--- src/rtl/book_update_arbiter_if.sv ---
// ---------------------------------------------------------------------------
// book_update_arbiter_if
//
// Purpose: bundles the feed-side and book-side handshake/data signals of the
// book update arbiter.
//
// Signals:
//   feed_valid  [NUM_FEEDS]     per-feed update present
//   feed_ready  [NUM_FEEDS]     per-feed accept (at most one bit set)
//   feed_price  [NUM_FEEDS*PW]  feed i at [i*PW +: PW]
//   feed_size   [NUM_FEEDS*SW]  feed i at [i*SW +: SW]
//   feed_side   [NUM_FEEDS]     0 = bid, 1 = ask
//   book_valid/book_ready       output stage handshake
//   book_price/size/side/src    registered winning update and its feed index
//
// Modports: master = feed handlers plus order book (environment side),
//           slave  = the arbiter.
// ---------------------------------------------------------------------------
interface book_update_arbiter_if #(
    parameter int NUM_FEEDS = 4,
    parameter int PW        = 32,
    parameter int SW        = 32
);
    localparam int IW = $clog2(NUM_FEEDS);

    logic [NUM_FEEDS-1:0]    feed_valid;
    logic [NUM_FEEDS-1:0]    feed_ready;
    logic [NUM_FEEDS*PW-1:0] feed_price;
    logic [NUM_FEEDS*SW-1:0] feed_size;
    logic [NUM_FEEDS-1:0]    feed_side;

    logic                    book_valid;
    logic                    book_ready;
    logic [PW-1:0]           book_price;
    logic [SW-1:0]           book_size;
    logic                    book_side;
    logic [IW-1:0]           book_src;

    modport master (
        output feed_valid, feed_price, feed_size, feed_side, book_ready,
        input  feed_ready, book_valid, book_price, book_size, book_side, book_src
    );

    modport slave (
        input  feed_valid, feed_price, feed_size, feed_side, book_ready,
        output feed_ready, book_valid, book_price, book_size, book_side, book_src
    );
endinterface

--- src/rtl/book_update_arbiter.sv ---
// ---------------------------------------------------------------------------
// book_update_arbiter
//
// Purpose: round-robin merge of NUM_FEEDS top-of-book update streams onto the
// single order-book update port. The winning update is registered in a
// one-deep output stage with valid/ready backpressure. A freeze handshake
// (freeze_req/freeze_ack) stops granting and drains the output stage so the
// book can be quiesced, e.g. for snapshots.
//
// Ports:
//   clk         system clock, rising edge
//   rst         asynchronous, active-high reset
//   bus         book_update_arbiter_if.slave (feed and book handshakes)
//   freeze_req  request to stop granting
//   freeze_ack  registered, high only while frozen
//   stat_clr    synchronous clear of all counters       (ARB_STATS_EN only)
//   stat_count  per-feed saturating accepted counts,
//               feed i at [i*CNT_W +: CNT_W]            (ARB_STATS_EN only)
//
// Optional feature: define ARB_STATS_EN to build the per-feed statistics
// counters and the stat_clr/stat_count ports.
// ---------------------------------------------------------------------------
module book_update_arbiter #(
    parameter int NUM_FEEDS = 4,
    parameter int PW        = 32,
    parameter int SW        = 32
`ifdef ARB_STATS_EN
    ,
    parameter int CNT_W     = 32
`endif
) (
    input  logic                       clk,
    input  logic                       rst,
    book_update_arbiter_if.slave       bus,
    input  logic                       freeze_req,
    output logic                       freeze_ack
`ifdef ARB_STATS_EN
    ,
    input  logic                       stat_clr,
    output logic [NUM_FEEDS*CNT_W-1:0] stat_count
`endif
);
    localparam int IW = $clog2(NUM_FEEDS);

    typedef enum logic [1:0] {
        RUN,
        DRAIN,
        FROZEN
    } state_t;

    state_t               state;
    logic [IW-1:0]        ptr;

    logic                 book_valid_q;
    logic [PW-1:0]        book_price_q;
    logic [SW-1:0]        book_size_q;
    logic                 book_side_q;
    logic [IW-1:0]        book_src_q;

    logic                 can_load;
    logic                 grant_en;
    logic                 grant_any;
    logic [IW-1:0]        grant_idx;
    logic                 transfer;
    logic [NUM_FEEDS-1:0] grant_vec;

    // Feed index k positions above base, wrapping modulo NUM_FEEDS (which
    // need not be a power of two).
    function automatic int rr_index(input logic [IW-1:0] base, input int k);
        int idx;
        idx = int'(base) + k;
        if (idx >= NUM_FEEDS) idx = idx - NUM_FEEDS;
        return idx;
    endfunction

    // Round-robin search: first valid feed at or above ptr, wrapping.
    always_comb begin
        // NOTE: every always_comb output is given a default first, so no path
        // leaves it unassigned and no latch is inferred.
        grant_any = 1'b0;
        grant_idx = '0;
        for (int k = 0; k < NUM_FEEDS; k++) begin
            if (!grant_any && bus.feed_valid[rr_index(ptr, k)]) begin
                grant_any = 1'b1;
                grant_idx = IW'(rr_index(ptr, k));
            end
        end
    end

    assign can_load = !book_valid_q || bus.book_ready;
    // rst gates the grant so feed_ready is low for the whole reset pulse.
    assign grant_en = !rst && (state == RUN) && !freeze_req && can_load;
    assign transfer = grant_en && grant_any;

    always_comb begin
        grant_vec = '0;
        if (transfer) grant_vec[grant_idx] = 1'b1;
    end

    assign bus.feed_ready = grant_vec;
    assign bus.book_valid = book_valid_q;
    assign bus.book_price = book_price_q;
    assign bus.book_size  = book_size_q;
    assign bus.book_side  = book_side_q;
    assign bus.book_src   = book_src_q;

    // Output stage and round-robin pointer.
    always_ff @(posedge clk or posedge rst) begin
        if (rst) begin
            book_valid_q <= 1'b0;
            book_price_q <= '0;
            book_size_q  <= '0;
            book_side_q  <= 1'b0;
            book_src_q   <= '0;
            ptr          <= '0;
        end else begin
            // NOTE: sequential state uses non-blocking assignments so every
            // flop samples pre-edge values regardless of statement order.
            if (transfer) begin
                book_valid_q <= 1'b1;
                book_price_q <= bus.feed_price[int'(grant_idx)*PW +: PW];
                book_size_q  <= bus.feed_size[int'(grant_idx)*SW +: SW];
                book_side_q  <= bus.feed_side[grant_idx];
                book_src_q   <= grant_idx;
                ptr          <= (grant_idx == IW'(NUM_FEEDS - 1)) ? '0 : grant_idx + 1'b1;
            end else if (bus.book_ready) begin
                // Retire without reload; data registers keep their value.
                book_valid_q <= 1'b0;
            end
        end
    end

    // Freeze FSM. DRAIN waits until the output stage can empty, so FROZEN
    // is only reached with nothing left to present to the book.
    always_ff @(posedge clk or posedge rst) begin
        if (rst) begin
            state      <= RUN;
            freeze_ack <= 1'b0;
        end else begin
            case (state)
                RUN: begin
                    if (freeze_req) state <= DRAIN;
                end
                DRAIN: begin
                    if (!freeze_req) begin
                        state <= RUN;
                    end else if (can_load) begin
                        state      <= FROZEN;
                        freeze_ack <= 1'b1;
                    end
                end
                FROZEN: begin
                    if (!freeze_req) begin
                        state      <= RUN;
                        freeze_ack <= 1'b0;
                    end
                end
                default: begin
                    state      <= RUN;
                    freeze_ack <= 1'b0;
                end
            endcase
        end
    end

`ifdef ARB_STATS_EN
    logic [CNT_W-1:0] cnt_q [NUM_FEEDS];

    // Saturating per-feed transfer counters; a clear wins over an increment.
    always_ff @(posedge clk or posedge rst) begin
        if (rst) begin
            // NOTE: the counters are individual flops rather than a RAM, so
            // they take the asynchronous reset like any other state.
            for (int i = 0; i < NUM_FEEDS; i++) cnt_q[i] <= '0;
        end else if (stat_clr) begin
            for (int i = 0; i < NUM_FEEDS; i++) cnt_q[i] <= '0;
        end else if (transfer && (cnt_q[grant_idx] != '1)) begin
            cnt_q[grant_idx] <= cnt_q[grant_idx] + 1'b1;
        end
    end

    for (genvar g = 0; g < NUM_FEEDS; g++) begin : g_stat
        assign stat_count[g*CNT_W +: CNT_W] = cnt_q[g];
    end
`endif
endmodule

--- src/flat_wrapper.sv ---
// flat-port wrapper written by rule: the top's interface ports become plain ports
module book_update_arbiter_flat 
#(
    parameter int NUM_FEEDS = 4,
    parameter int PW        = 32,
    parameter int SW        = 32

)
  (clk, rst, freeze_req, freeze_ack, bus_feed_valid, bus_feed_price, bus_feed_size, bus_feed_side, bus_book_ready, bus_feed_ready, bus_book_valid, bus_book_price, bus_book_size, bus_book_side, bus_book_src);
  book_update_arbiter_if #(.NUM_FEEDS(NUM_FEEDS), .PW(PW), .SW(SW)) bus_i ();
  input  logic clk;
  input  logic rst;
  input  logic freeze_req;
  output logic freeze_ack;
  input wire logic [$bits(bus_i.feed_valid)-1:0] bus_feed_valid;
  input wire logic [$bits(bus_i.feed_price)-1:0] bus_feed_price;
  input wire logic [$bits(bus_i.feed_size)-1:0] bus_feed_size;
  input wire logic [$bits(bus_i.feed_side)-1:0] bus_feed_side;
  input wire logic [$bits(bus_i.book_ready)-1:0] bus_book_ready;
  output wire logic [$bits(bus_i.feed_ready)-1:0] bus_feed_ready;
  output wire logic [$bits(bus_i.book_valid)-1:0] bus_book_valid;
  output wire logic [$bits(bus_i.book_price)-1:0] bus_book_price;
  output wire logic [$bits(bus_i.book_size)-1:0] bus_book_size;
  output wire logic [$bits(bus_i.book_side)-1:0] bus_book_side;
  output wire logic [$bits(bus_i.book_src)-1:0] bus_book_src;
  assign bus_i.feed_valid = bus_feed_valid;
  assign bus_i.feed_price = bus_feed_price;
  assign bus_i.feed_size = bus_feed_size;
  assign bus_i.feed_side = bus_feed_side;
  assign bus_i.book_ready = bus_book_ready;
  assign bus_feed_ready = bus_i.feed_ready;
  assign bus_book_valid = bus_i.book_valid;
  assign bus_book_price = bus_i.book_price;
  assign bus_book_size = bus_i.book_size;
  assign bus_book_side = bus_i.book_side;
  assign bus_book_src = bus_i.book_src;
  book_update_arbiter #(.NUM_FEEDS(NUM_FEEDS), .PW(PW), .SW(SW)) u_core (.clk(clk), .rst(rst), .bus(bus_i), .freeze_req(freeze_req), .freeze_ack(freeze_ack));
endmodule
--- config.mk ---
export PLATFORM = sky130hd
export DESIGN_NAME = book_update_arbiter_flat
export DESIGN_NICKNAME = d
export VERILOG_FILES = /design/src/rtl/book_update_arbiter_if.sv /design/src/rtl/book_update_arbiter.sv /design/src/flat_wrapper.sv
export SDC_FILE = /design/constraint.sdc
export NUM_CORES = 1
export LEC_CHECK = 0
export ABC_AREA = 1
export BUFFER_PORTS_ARGS = -buffer_cell sky130_fd_sc_hd__buf_2
export CAP_MARGIN = 20
export CORE_AREA = 2 2 133 135
export CTS_BUF_LIST = sky130_fd_sc_hd__clkbuf_8 sky130_fd_sc_hd__clkbuf_16
export CTS_CLUSTER_DIAMETER = 40
export CTS_CLUSTER_SIZE = 24
export DETAILED_ROUTE_END_ITERATION = 6
export DIE_AREA = 0 0 135 137
export GPL_ROUTABILITY_DRIVEN = 0
export PLACE_DENSITY = 0.66
export SLEW_MARGIN = 15
export SYNTH_ARGS = -nofsm -noshare
export SYNTH_HDL_FRONTEND = slang
export SYNTH_SLANG_ARGS = --single-unit
--- constraint.sdc ---
create_clock -name clk -period 3.8 [get_ports clk]
set_input_delay 0.57 -clock clk [delete_from_list [all_inputs] [get_ports clk]]
set_output_delay 0.57 -clock clk [all_outputs]
set_load 0.02 [all_outputs]
After elaboration in Yosys (flattened, before gate mapping). Cells that the tools add are included.

Multiplexer cells: 41. Bitwise gates (word level): 1. Add/sub/neg operators: 8. $lt $le $gt $ge: 10. Reduce and logical (&&, ||, !) cells: 19. Shift operators: 2. Equal/unequal tests: 8.

Operator list (number): $shiftx 128x8->32 (2); $lt 32x4->1 const B (4); $mux 32 (4); $ge 32x4->1 const B (3); $sub 32x4->32 const B (3); $mux 1 (19); $mux 2 (9); $bmux 1 s2 (5); $logic_and 1x1->1 (8); $add 2x2->3 const B (2); $logic_not 1->1 (6); $ne 2x2->1 const B (3); $pmux 2 s3 (1); $eq 2x2->1 const B (2); $mux 4 (1); $reduce_and 4->1 (1); $sub 2x3->4 const B (1); $add 2x1->3 const B (1); $ge 2x3->1 const B (1); $lt 2x3->1 const B (1); $ne 3x2->1 const B (1); $pmux 1 s3 (1); $reduce_and 3->1 (1); $add 2x1->2 const B (1); other kinds (8) (8).

Logic and storage cells: 97. Bits of input ports: 268. Output and inout bits: 73. Register bits after elaboration: 73.

Longest topological paths before layout. Gate-level depths: netlist (run 1).

Word-level depth: 20. Mapped depth: 18. Depth with buffers taken out: 15.

Worst setup path before layout (run 1). Ideal clock, no wire load.

Path kind: input to output. From: in rst. To: out bus_feed_ready[3]. Stages: 8. Data arrival time: 3.241 ns. Slack: -0.011 ns. Required time: 3.230 ns. Buffers on the path: 1. Cells stage by stage: inv_1 nand3_1 nor3_1 nand2_1 inv_2 buf_2 nand2_1 nor2_1.

Longest elaborated chain between the ends: 6.

Ends and longest elaborated chain: from (decl) (RTL line flat_wrapper.sv:12) `input logic rst;`; $logic_not 1->1 (RTL line book_update_arbiter.sv:92) `assign grant_en = !rst && (state == RUN) && !freeze_req && can_load;`; $logic_and 1x1->1 (3 in a row) (RTL line book_update_arbiter.sv:92); $logic_and 1x1->1 (RTL line book_update_arbiter.sv:93) `assign transfer = grant_en && grant_any;`; $mux 4 (RTL line book_update_arbiter.sv:97) `if (transfer) grant_vec[grant_idx] = 1'b1;`; to (decl) (RTL line flat_wrapper.sv:20) `output wire logic [$bits(bus_i.feed_ready)-1:0] bus_feed_ready;`.

Every way passes these cells.

Worst setup path in the final report (run 1).
From: reg u_core.ptr[0]. To: out bus_feed_ready[3].

Longest elaborated chain between the ends: 20. Elaborated cells between the ends (all ways): 48. Classes of those cells: 7 x add/sub; 6 x order compare; 27 x mux; 8 x reduce/logical.

Ends and longest elaborated chain: from (decl) (RTL line book_update_arbiter.sv:52) `logic [IW-1:0] ptr;`; from (signal assigned) (RTL line book_update_arbiter.sv:125) `ptr <= (grant_idx == IW'(NUM_FEEDS - 1)) ? '0 : grant_idx + 1'b1;`; branches (longest 19 deep; another with $sub 32x4->32); $mux 4 (*) (RTL line book_update_arbiter.sv:97).

Mark *: on every way between the ends. The select of a mux whose other input is x is not followed.

==> results.cfg, run 1 <==
[die]
die-area_sq_mm = 0.01850
die_h_um = 137
die_width_um = 135
num_rows = 48
fp.coreArea_sq_mm = 0.01706
ios = 341
initial_core_util_pct = 34.83

[synthesis]
synth_area_leaders = nand2_1 44%, dfrtp_1 31%, nand4_1 14%
syn_avg_cell_area_sq_um = 5.762
synthesis.area_sq_mm = 0.005941
synth_top_area_share_pct = 43.72
ys_seq_elements = 73
synth_edf_count = 0
async_flop_share_pct = 100.0
syn_nets = 1299
synthCells = 1031
yosysTopAreaCell = nand2_1
yosys_warnings = 0
synth_ff_type = dfrtp_1
synth_cell_types = 22
ys_seq_area_share_pct = 30.75

[layout]
fin_nets = 1579
areaGrowthSynthToFinish_pct = 33.59
layout-drive-gt1-share_pct = 28.88

[drt]
via_per_inst = 4.883
initialDrtViolationCount = 467
vias = 7535
drc_errors = 0
dr.pass1.iters = 7
ant_nets = 0
routedWlPerCell_um = 14.03
routed_wl_um = 21650

[sta]
post-route-period-util_pct = 81.04
finalHoldViolations = 0
rsz0062_at_grt = no
fmax_ghz = 0.3247
hold_ws_ns = 0.4677
slew_viol_final = 0
maxSlewHeadroom_pct = 35.63
fin_skew_ns = 0.006784
finalCriticalPeriod_ns = 3.079
worstMarginPinSlew_ns = 0.9656
setup_violations = 0
final.setup.tns_ns = 0

[clock_tree]
numCtsBuffers = 9
holdBufCountCts = 0
ctsResizeCount = 0
clk_pin_slew_ns = 0.06
htreeDepth = 3
cts_tree = built
cts.sinks = 73
ctsLongestPathBuffers = 2
cts_setup_buffers = 0
clkLatencyLatePin_ns = 0.34
clockRootBuffer = clkbuf_16

[worst_setup_path]
slowest_delay_ns = 0.61
crit_arrival_ns = 2.51
start_kind = flip-flop
path_class = reg -> out
cp-end-kind = output pin
crit_path_max_fanout = 20
crit_chain = inv_4 > nand2_1 > nand2_1 > nand2_1 > nand2_1 > nor2_2 > nand4_1 > nand3_2 > nand2_1 > nor2_1 > buf_2
crit_path_frequent_cell = nand2_1
worstPathRequired_ns = 3.23
cp_slowest_cell = dfrtp_1

[global_route]
gr-total-overflow = 0
track_usage_pct = 22.39
antenna_found_initial = 2
grt_pass1_vias = 6600
grt_pass1_wl_um = 32980
grt_max_degree = 74

[flow_run]
timing.max_cap.violations = 0

[placement]
port_buffers = 340
place.detailed.hpwl_um = 15190

[pwr]
power.leakage_nw = 5.060
powerDensity_mw_per_mm2 = 1070
peakVddDrop_v = 0.001166

[outcome]
outcome = finished clean

[min_path]
hp-class = reg -> reg
layout make-up:
| cell class | instances | area (sq um) |
|---|---|---|
| clock inverter | 7 | 80.08 |
| timing repair buffer | 354 | 1819 |
| antenna | 2 | 5.005 |
| multi-input combinational | 853 | 3617 |
| tap | 225 | 281.5 |
| fill | 1829 | 9120 |
| sequential | 73 | 1827 |
| inverter | 20 | 81.33 |
| clock buffer | 9 | 225.2 |
kinds of logic (layout without fill, tap and decap cells):
logic type,count (synthesis),in the layout,synth area share [%]
AO/OA/AOI/OAI,8,8,0.7371
buffers and inverters,105,390,8.867
flip-flops,73,73,30.75
other,0,2,0
AND/OR/NAND/NOR,845,845,59.65
through the flow:
| stage | utilization (%) | power, mW | area [sq um] | setup WS, ns | instances |
|---|---|---|---|---|---|
| after floorplan | - | 6.290 | 5944 | 0.7596 | 1031 |
| after CTS | 46.50 | 8.532 | 7931 | 0.7311 | 1541 |
| final | 46.53 | 8.490 | 7936 | 0.7206 | 1543 |
| after global routing | 46.53 | 9.424 | 7936 | 0.5448 | 1543 |
| after detailed placement | 44.71 | 7.598 | 7626 | 1.001 | 1525 |
| after global placement | 44.59 | 7.559 | 7606 | 0.7561 | 1524 |
registers in the layout, summed over array words and instances (netlist names):
signal	cells
u_core.bus.book_valid	1
u_core.bus.book_size	32
u_core.bus.book_side	1
u_core.state	2
u_core.freeze_ack	1
u_core.ptr	2
u_core.bus.book_price	32
u_core.bus.book_src	2
Yosys cell counts, types with 2 or more instances:
master and count:
inv_2 4, nand2_2 2, inv_1 15, buf_1 10, nand4_1 131, buf_6 8, buf_2 53, o21ai_0 2
nand3_2 4, nand2_1 692, clkbuf_1 13, dfrtp_1 73, nand3_1 8, nor2_1 6, a21oi_1 3
cells in the final DEF, fill, tap and decap left out, types with 2 or more instances in the layout:
cell and count:
a21oi_1 3, clkbuf_16 9, diode_2 2, bufinv_16 2
buf_2 340, o21ai_0 2, nand3_1 8, nor2_1 6
nand2_1 691, dfrtp_1 73, inv_1 18, nand4_1 131
nand2_2 2, inv_2 4, nand3_4 3, buf_4 13
path summary, 6_finish.rpt:
kind                                        startpoint                              endpoint  slack, ns  cells past startpoint
hold / removal             u_core.state[0]$_DFFE_PP0P_           u_core.state[0]$_DFFE_PP0P_       0.47                      1
min in group asynchronous                          rst  u_core.bus.book_price[8]$_DFFE_PP0P_       0.57                      3
hold reg to reg            u_core.state[0]$_DFFE_PP0P_           u_core.state[0]$_DFFE_PP0P_       0.47                      1
max in group asynchronous                          rst   u_core.bus.book_size[3]$_DFFE_PP0P_       2.60                      3
setup reg to reg             u_core.ptr[0]$_DFFE_PP0P_  u_core.bus.book_size[16]$_DFFE_PP0P_       0.94                     13
setup / recovery             u_core.ptr[0]$_DFFE_PP0P_                     bus_feed_ready[3]       0.72                     11
worst max-delay path: cells and delay by family, from the launching register on:
kind / cells / cell delay, ns
buffers and inverters: 2 / 0.30
AND/OR/NAND/NOR: 9 / 1.23
flip-flops: 1 / 0.61
report_power, final:
part | total, mW | internal [mW] | leakage, nW | switching, mW
clock network | 0.883 | 0.564 | 0.164 | 0.319
registers | 1.32 | 1.11 | 0.930 | 0.215
logic | 6.29 | 1.93 | 3.97 | 4.35
per-layer routing:
| layer | routed length (um) | vias up | GRT usage, % |
|---|---|---|---|
| met3 | 1553 | 45 | 3.852 |
| met1 | 9041 | 3317 | 27.81 |
| met2 | 10330 | 314 | 37.62 |
| met5 | 0 | - | 0 |
| li1 | - | 3859 | - |
| met4 | 720 | 0 | 11.11 |
Note: power is estimated with default switching activity, not from simulation.
==> run 2: changes to the inputs <==
--- a/config.mk
+++ b/config.mk
@@ -5,17 +5,16 @@
 export SDC_FILE = /design/constraint.sdc
 export NUM_CORES = 1
 export LEC_CHECK = 0
-export ABC_AREA = 1
+export ABC_AREA = 0
 export BUFFER_PORTS_ARGS = -buffer_cell sky130_fd_sc_hd__buf_2
 export CAP_MARGIN = 20
-export CORE_AREA = 2 2 133 135
+export CORE_AREA = 2 2 134 136
 export CTS_BUF_LIST = sky130_fd_sc_hd__clkbuf_8 sky130_fd_sc_hd__clkbuf_16
 export CTS_CLUSTER_DIAMETER = 40
 export CTS_CLUSTER_SIZE = 24
 export DETAILED_ROUTE_END_ITERATION = 6
-export DIE_AREA = 0 0 135 137
+export DIE_AREA = 0 0 136 138
 export GPL_ROUTABILITY_DRIVEN = 0
-export PLACE_DENSITY = 0.66
 export SLEW_MARGIN = 15
 export SYNTH_ARGS = -nofsm -noshare
 export SYNTH_HDL_FRONTEND = slang
==> constraint.sdc (replaced) <==
create_clock -name clk -period 3.1 [get_ports clk]
set_input_delay 0.465 -clock clk [delete_from_list [all_inputs] [get_ports clk]]
set_output_delay 0.465 -clock clk [all_outputs]
set_load 0.02 [all_outputs]
==> results.cfg, run 2 <==
[global_route]
track_usage_pct = 22.13
gr-total-overflow = 0
antenna_found_initial = 2
grt_pass1_wl_um = 32900
grt_pass1_vias = 6182
grt_max_degree = 73

[synthesis]
syn_nets = 859
synth_ff_type = dfrtp_1
ys_seq_area_share_pct = 39.59
syn_avg_cell_area_sq_um = 7.808
synthesis.area_sq_mm = 0.004614
yosysTopAreaCell = dfrtp_1
yosys_warnings = 0
synth_area_leaders = dfrtp_1 40%, a41oi_1 12%, a31oi_1 8.8%
async_flop_share_pct = 100.0
synth_cell_types = 29
synth_common_cells = 73 x dfrtp_1, 73 x nand2_1, 71 x clkbuf_1
synth_edf_count = 0
ys_seq_elements = 73
synth_top_area_share_pct = 39.59
synthCells = 591

[worst_setup_path]
crit_chain = or3_4 > or4_2 > or4_4 > nor2_2 > buf_4
crit_arrival_ns = 2.55
reg2reg_to = u_core.bus.book_size[26]$_DFFE_PP0P_
path_class = reg -> out
crit_cells = 5
slowest_delay_ns = 0.63
start_kind = flip-flop
critical_path.startpoint = u_core.state[0]$_DFFE_PP0P_
cp_slowest_cell = or4_2
r2r-start = u_core.state[0]$_DFFE_PP0P_
rrSetupSlack_ns = 0.67
crit_family = simple AND/OR/NAND/NOR gates
cp-end-kind = output pin
worstPathRequired_ns = 2.63
path_buf_inv = 1
crit_path_max_fanout = 3
r2r_cells = 5
endpoint = bus_feed_ready[3]

[die]
num_rows = 49
die_width_um = 136
initial_core_util_pct = 26.32
die_h_um = 138
fp.coreArea_sq_mm = 0.01753
die-area_sq_mm = 0.01877
ios = 341

[outcome]
outcome = finished clean

[sta]
final.setup.tns_ns = 0
rsz0062_at_grt = no
slew_viol_final = 0
finalHoldViolations = 0
worstMarginPinSlew_ns = 0.8729
finalCriticalPeriod_ns = 3.019
post-route-period-util_pct = 97.40
fmax_ghz = 0.3312
setup_violations = 0
maxSlewHeadroom_pct = 41.80
fin_skew_ns = 0.01261

[drt]
routedWlPerCell_um = 19.53
vias = 6355
dr.pass1.iters = 5
routed_wl_um = 21920
via_per_inst = 5.664
ant_nets = 0
initialDrtViolationCount = 369
drc_errors = 0

[pwr]
powerDensity_mw_per_mm2 = 822.5
peakVddDrop_v = 0.0003705
power.leakage_nw = 3.028

[layout]
multiInputGateArea_sq_mm = 0.002530
regArea_sq_mm = 0.001827
layout-drive-gt1-share_pct = 43.10
final_cells = 1122
final_cell_mix = 339 x buf_2, 73 x dfrtp_1, 72 x nand2_1, 70 x o21ai_0, 69 x nor2_1
nFillCells = 1869
final_cell_area_sq_mm = 0.006793
fin_nets = 1154
areaGrowthSynthToFinish_pct = 47.21
layout.cells.most_common = buf_2
utilization_pct = 38.74

[clock_tree]
cts.sinks = 73
numCtsBuffers = 9
cts_tree = built
htreeDepth = 3
clk_pin_slew_ns = 0.06
holdBufCountCts = 0
ctsLongestPathBuffers = 2
clkLatencyLatePin_ns = 0.34
clockRootBuffer = clkbuf_16

[min_path]
hp-class = in -> async

[placement]
place.detailed.hpwl_um = 14970
port_buffers = 340
placed_area_sq_mm = 0.006514
place_inst = 1103

[flow_run]
timing.max_cap.violations = 0
## run 2: what timing repair did
action | in CTS | in global routing
setup endpoints to repair | 1 | 1
gates resized for setup | 1 | 2
buffers inserted | 1 | 0
pin swaps | 0 | 1
## run 2: kinds of logic (layout without fill, tap and decap cells)
logic type             after synthesis  after routing  synth area share [%]
multiplexers                         1              1                0.2169
AO/OA/AOI/OAI                      214            214                 30.99
other                                0              2                     0
buffers and inverters               79            379                 6.535
flip-flops                          73             73                 39.59
AND/OR/NAND/NOR                    224            224                 22.67
## run 2: final cells by class
type	instances	area share, %
Clock buffer	9	3.316
Tap cell	229	4.218
Inverter	4	0.2395
Multi-Input combinational cell	439	37.24
Timing Repair Buffer	359	27.56
Antenna cell	2	0.07368
Sequential cell	73	26.89
Clock inverter	7	0.4605
## run 2: layer usage
metal | wire length (um) | GRT usage, % | vias to the layer above
li1 | - | - | 2864
met1 | 8331 | 26.51 | 2993
met2 | 10490 | 37.24 | 450
met3 | 2433 | 5.244 | 48
met4 | 659 | 10.20 | 0
met5 | 0 | 0 | -
## run 2: how the worst min path moves through the flow
stage,start,endpoint,slack (ns),cells past startpoint
after floorplan,u_core.state[1]$_DFFE_PP0P_,u_core.state[0]$_DFFE_PP0P_,0.47,1
after global placement,u_core.bus.book_src[1]$_DFFE_PP0P_,u_core.bus.book_src[1]$_DFFE_PP0P_,0.46,2
after detailed placement,u_core.bus.book_src[0]$_DFFE_PP0P_,u_core.bus.book_src[0]$_DFFE_PP0P_,0.46,2
after CTS,rst,u_core.bus.book_size[13]$_DFFE_PP0P_,0.24,2
after global routing,rst,u_core.state[1]$_DFFE_PP0P_,0.25,2
final,rst,u_core.state[1]$_DFFE_PP0P_,0.20,2
## run 2: stage by stage
stage	worst slack (ns)	total power, mW	hold WS [ns]
after floorplan	0.3658	3.474	0.4706
after global placement	0.2036	4.643	0.4598
after detailed placement	0.2049	4.641	0.4636
after CTS	0.02122	5.609	0.2415
after global routing	0.005769	5.937	0.2544
final	0.08075	5.587	0.2036
## run 2: report_power, final
part           switching (mW)  leakage [nW]  internal (mW)
Sequential              0.287         0.820           1.42
Combinational            1.96          2.07          0.988
Clock                   0.404         0.143          0.527
Total                    2.66          3.03           2.93
